[config.mk]
export PLATFORM = sky130hd
export DESIGN_NAME = montgomery_constant_streamer
export DESIGN_NICKNAME = d
export VERILOG_FILES = /design/src/rtl/montgomery_constant_streamer.sv
export SDC_FILE = /design/constraint.sdc
export NUM_CORES = 2
export LEC_CHECK = 0
export ABC_CLOCK_PERIOD_IN_PS = 8000
export BUFFER_PORTS_ARGS = -buffer_cell sky130_fd_sc_hd__buf_2
export CAP_MARGIN = 20
export CORE_MARGIN = 4
export CORE_UTILIZATION = 65
export DETAILED_ROUTE_END_ITERATION = 10
export PLACE_DENSITY = 0.78
export SYNTH_ARGS = -nofsm -noshare
export SYNTH_HDL_FRONTEND = slang
export SYNTH_SLANG_ARGS = --single-unit
[constraint.sdc]
create_clock -name clk_in -period 8 [get_ports clk_in]
set_input_delay 1.6 -clock clk_in [delete_from_list [all_inputs] [get_ports clk_in]]
set_output_delay 1.6 -clock clk_in [all_outputs]
set_load 0.1 [all_outputs]
[src/rtl/montgomery_constant_streamer.sv]
`default_nettype none
// ============================================================================
// Module   : montgomery_constant_streamer
// Purpose  : Holds one multi-block Montgomery constant (N or k), loaded
//            serially, and streams it LSB block first. It advances on each
//            downstream consume and wraps to block 0 after the last block.
// Revision : 1.0 - initial release
// ============================================================================
module montgomery_constant_streamer #(
  parameter int REGISTER_SIZE = 32,
  parameter int NUM_BLOCKS    = 64
) (
  input  logic                     clk_in,
  input  logic                     rst_in,
  input  logic [REGISTER_SIZE-1:0] load_block_in,
  input  logic                     load_valid_in,
  input  logic                     consumed_in,
  output logic [REGISTER_SIZE-1:0] block_out,
  output logic                     ready_out,
  output logic                     wrap_out,
  output logic                     underflow_error_out
);

  localparam int              PTR_W    = (NUM_BLOCKS > 1) ? $clog2(NUM_BLOCKS) : 1;
  localparam logic [PTR_W-1:0] LAST_IDX = PTR_W'(NUM_BLOCKS - 1);

  typedef enum logic [1:0] {
    EMPTY   = 2'd0,
    LOADING = 2'd1,
    SERVING = 2'd2
  } state_t;

  state_t                   state;
  logic [REGISTER_SIZE-1:0] mem [NUM_BLOCKS];
  logic [PTR_W-1:0]         wr_ptr;
  logic [PTR_W-1:0]         rd_ptr;
  logic [PTR_W-1:0]         rd_next;
  logic                     write_last;

  // Next read index wraps explicitly so non-power-of-two depths also work.
  assign rd_next    = (rd_ptr == LAST_IDX) ? '0 : rd_ptr + PTR_W'(1);
  // This write completes the constant. wr_ptr is 0 outside LOADING, so a
  // load from EMPTY or SERVING always restarts at block 0.
  assign write_last = load_valid_in && (wr_ptr == LAST_IDX);

  // Constant storage: not cleared by reset, written at the write pointer.
  always_ff @(posedge clk_in) begin
    if (!rst_in && load_valid_in) begin
      mem[wr_ptr] <= load_block_in;
    end
  end

  // Control FSM with registered outputs. A load takes priority over a consume.
  always_ff @(posedge clk_in) begin
    if (rst_in) begin
      state               <= EMPTY;
      wr_ptr              <= '0;
      rd_ptr              <= '0;
      block_out           <= '0;
      ready_out           <= 1'b0;
      wrap_out            <= 1'b0;
      underflow_error_out <= 1'b0;
    end else begin
      wrap_out <= 1'b0;

      // Consuming before the constant is complete is a sticky error. The
      // reload cycle is in SERVING, so it never raises the flag.
      if (consumed_in && (state != SERVING)) begin
        underflow_error_out <= 1'b1;
      end

      if (load_valid_in) begin
        rd_ptr <= '0;
        if (write_last) begin
          wr_ptr    <= '0;
          state     <= SERVING;
          ready_out <= 1'b1;
          // For a single block, mem[0] is being written on this same edge.
          block_out <= (NUM_BLOCKS == 1) ? load_block_in : mem[0];
        end else begin
          wr_ptr    <= wr_ptr + PTR_W'(1);
          state     <= LOADING;
          ready_out <= 1'b0;
        end
      end else if (consumed_in && (state == SERVING)) begin
        rd_ptr    <= rd_next;
        block_out <= mem[rd_next];
        wrap_out  <= (rd_ptr == LAST_IDX);
      end
    end
  end

endmodule
`default_nettype wire

==> out/metrics.yaml <==
status:
  status: "finished clean"
critical_path:
  crit_cells: 11
  startpoint_type: "flip-flop"
  path_cells: "buf_4 -> ha_4 -> and3_1 -> a21o_4 -> buf_12 -> mux2i_1 -> o22ai_1 -> o41ai_1 -> nor2_1 -> nor3_1 -> a211oi_1"
  cp.arrival_ps: 5790
  slowest_delay_ps: 920
  critPathSlowestCell: "o41ai_1"
  path_buf_inv: 2
  r2r_setup_slack_ps: 2850
  cp-end-kind: "flip-flop"
  reg2reg_depth: 11
  cp_top_family: "compound AO/OA/AOI/OAI gates"
  crit_required_ps: 8640
  critPathMaxFanout: 158
  critPathKind: "reg2reg"
power:
  switching_share_pct: 19.74
  p_seq_share_pct: 56.1
  internal_power_w: 0.01725
  peakVddDrop_mv: 0.1939
  p_clk_share_pct: 42.6
  comb_power_share_pct: 1.3
  p_per_area_nw_per_um2: 235.8
  netSwitchingPower_w: 0.004243
  p_leak_nw: 28.30
sta:
  max_freq_mhz: 194.1
  setup_tns_ps: 0
  min_period_ps: 5152
  maxSlewHeadroom_pct: 22.80
  finClkSkew_ps: 43.72
  finalMaxSlewViolations: 0
  tightest_slew_ps: 1158
  fin_crit_sh_pct: 64.40
  rsz0062_at_grt: "false"
  setup_viol: 0
  hold_viol_final: 0
floorplanning:
  ios: 71
  die_area_um2: 131600
  die_x_um: 362.8
  start_util_pct: 65.75
  core_area_um2: 124400
  rows: 129
  die_h_um: 362.8
cts:
  cts_sinks: 2096
  cts_made_buffers: 197
  path_clk_slew_ps: 60
  cts.path.max_buffers: 3
  cts_post_setup_buffers_inserted: 0
  tritoncts: "built"
  clk_latency_ps: 840
  root_buffer: "clkbuf_16"
  htreeDepth: 4
  postCtsHoldBufs: 0
  cts_resized: 0
synthesis:
  yosys_warnings: 0
  synth_edf_count: 2048
  synth_flop_cell: "edfxtp_1"
  synth_cell_types: 75
  synthesis.nets: 5412
  syn_inst: 5374
  yosys_register_bits: 2096
  synth-async-reset-ratio_pct: 0
  netlist_area_um2: 81830
  ys_seq_area_share_pct: 76.33
  postSynthAreaPerCell_um2: 15.23
placed_design:
  place.gp.congestion: 0.9392
  dp_cells: 6894
  placed_cell_area_um2: 84610
  dpl.hpwl_um: 132500
  port_buffers: 70
layout:
  multi_input_area_um2: 18170
  finish.instance_area_um2: 91150
  final_util_pct: 73.25
  area_delta_synth_final_pct: 11.39
  final_cell_count_no_fill: 7275
  seq_area_um2: 62460
  fin_nets: 5510
  drive_above_1_share_pct: 11.45
  fillCellCount: 7268
worst_hold_path:
  hp-class: "reg2reg"
  min_path_cells: 2
global_routing:
  grt_pass1_vias: 48541
  overflow: 0
  grt_pass1_wl_um: 340700
  antenna_found_initial: 11
  grt_max_degree: 162
  grt_usage_pct: 36.23
routing:
  drt_wl_total_um: 240600
  drt-pass1-iter-count: 8
  wl_per_cell_um: 33.07
  viasPerCell: 6.999
  vias: 50915
  drt_iter0_drc: 10093
  drc_errors: 0
  drtAntennaViolNets: 0
job:
  drv_cap: 0
==> worst paths after layout <==
check / from / to
setup reg to reg: rd_ptr[0] / block_out[17]
setup / recovery: rd_ptr[0] / block_out[17]
hold reg to reg: block_out[2] / block_out[2]
hold / removal: block_out[2] / block_out[2]
==> cell type report <==
| class | count | share of cell area, % |
|---|---|---|
| flip-flops and latches | 2096 | 68.52 |
| multi-input cells | 2925 | 19.93 |
| clock buffers | 254 | 5.791 |
| repair buffers | 238 | 2.383 |
| well taps | 1637 | 2.247 |
| clock inverters | 106 | 1.051 |
| inverters | 14 | 0.05765 |
| diodes | 5 | 0.01373 |
==> stage by stage <==
stage | hold WS [ps] | worst slack (ps) | total power (W)
finish | 492.7 | 2848 | 0.02150
floorplan | 448.7 | 3448 | 0.01233
global route | 509.3 | 2825 | 0.02198
CTS | 491.7 | 3084 | 0.02147
detailed placement | 482.5 | 3019 | 0.01256
global placement | 442.6 | 2534 | 0.01254
==> cells in the mapped netlist, types with 67 or more instances <==
cell type  number  area (um2)
a32oi_1        67       586.8
nand2_1      1017        3817
buf_2          71       355.3
mux2i_1       485        4855
o22ai_1       206        1289
nor2_1        115       431.7
a21oi_1       326        1632
o21ai_0       114       570.6
nor4_1         89       556.8
nand3_1       161       805.8
edfxtp_1     2048       61500
clkbuf_1      159       596.8
==> metal layers <==
metal  global-route usage (%)  up-vias  routed length (um)
met2                    52.53     4419              106600
li1                         -    20872                   -
met3                    12.11      727               39010
met1                    50.25    24889               82110
met4                    17.19        8               12870
met5                   0.7262        -                  56
==> cell usage in the layout (no fill, tap or decap), types with 8 or more instances in the layout <==
| cell type | Yosys | final |
|---|---|---|
| nor4_1 | 89 | 85 |
| a311oi_1 | 8 | 8 |
| nor2_4 | 0 | 67 |
| inv_1 | 14 | 14 |
| clkbuf_16 | 0 | 201 |
| a32oi_1 | 67 | 67 |
| mux2i_1 | 485 | 485 |
| a21oi_1 | 326 | 325 |
| o22ai_1 | 206 | 206 |
| a31oi_1 | 47 | 47 |
| nand3_1 | 161 | 161 |
| buf_2 | 71 | 70 |
| nand4_1 | 55 | 55 |
| bufinv_16 | 0 | 16 |
| o311ai_0 | 11 | 8 |
| o21ai_0 | 114 | 114 |
| mux4_2 | 29 | 29 |
| buf_4 | 49 | 126 |
| a211oi_1 | 24 | 24 |
| nor3_1 | 28 | 28 |
| dfxtp_1 | 48 | 48 |
| edfxtp_1 | 2048 | 2048 |
| nand2_1 | 1017 | 1015 |
| buf_16 | 0 | 10 |
| clkinv_1 | 0 | 42 |
| clkbuf_1 | 159 | 48 |
| clkinv_2 | 0 | 33 |
| buf_12 | 1 | 29 |
| nor2_1 | 115 | 45 |
| or4_1 | 10 | 10 |
==> worst min-delay path, delay by kind of cell, from the launching register on <==
kind	cells	cell delay [ps]
AO/OA/AOI/OAI	1	60
flip-flops	1	330
AND/OR/NAND/NOR	1	60
==> power groups by stage <==
stage / logic, W / registers, W / clock network, W
after global placement: 0.000239 / 0.0123 / 0
after floorplan: 0.0000317 / 0.0123 / 0
after CTS: 0.000255 / 0.0121 / 0.00914
after detailed placement: 0.000255 / 0.0123 / 0
after global routing: 0.000287 / 0.0121 / 0.00963
final: 0.000279 / 0.0121 / 0.00915
==> logic make-up (layout without fill, tap and decap cells) <==
logic type                 Yosys count  in the layout  share of synthesized area (%)
xor gates and xnor gates             8              8                        0.08563
buffers and inverters              353            612                          2.257
adders and majority gates            2              2                        0.03058
DFF                               2096           2096                          76.33
other                                0              5                              0
AOI/OAI and AO/OA                  882            882                          6.653
muxes                              515            515                          6.745
and+or+nand+nor                   1518           1518                          7.898
==> flip-flops by register name (all words and copies together) (netlist names) <==
name	count
wr_ptr	6
mem	2048
block_out	32
ready_out	1
wrap_out	1
rd_ptr	6
state	1
underflow_error_out	1
Power figures use the tool's default switching activity.
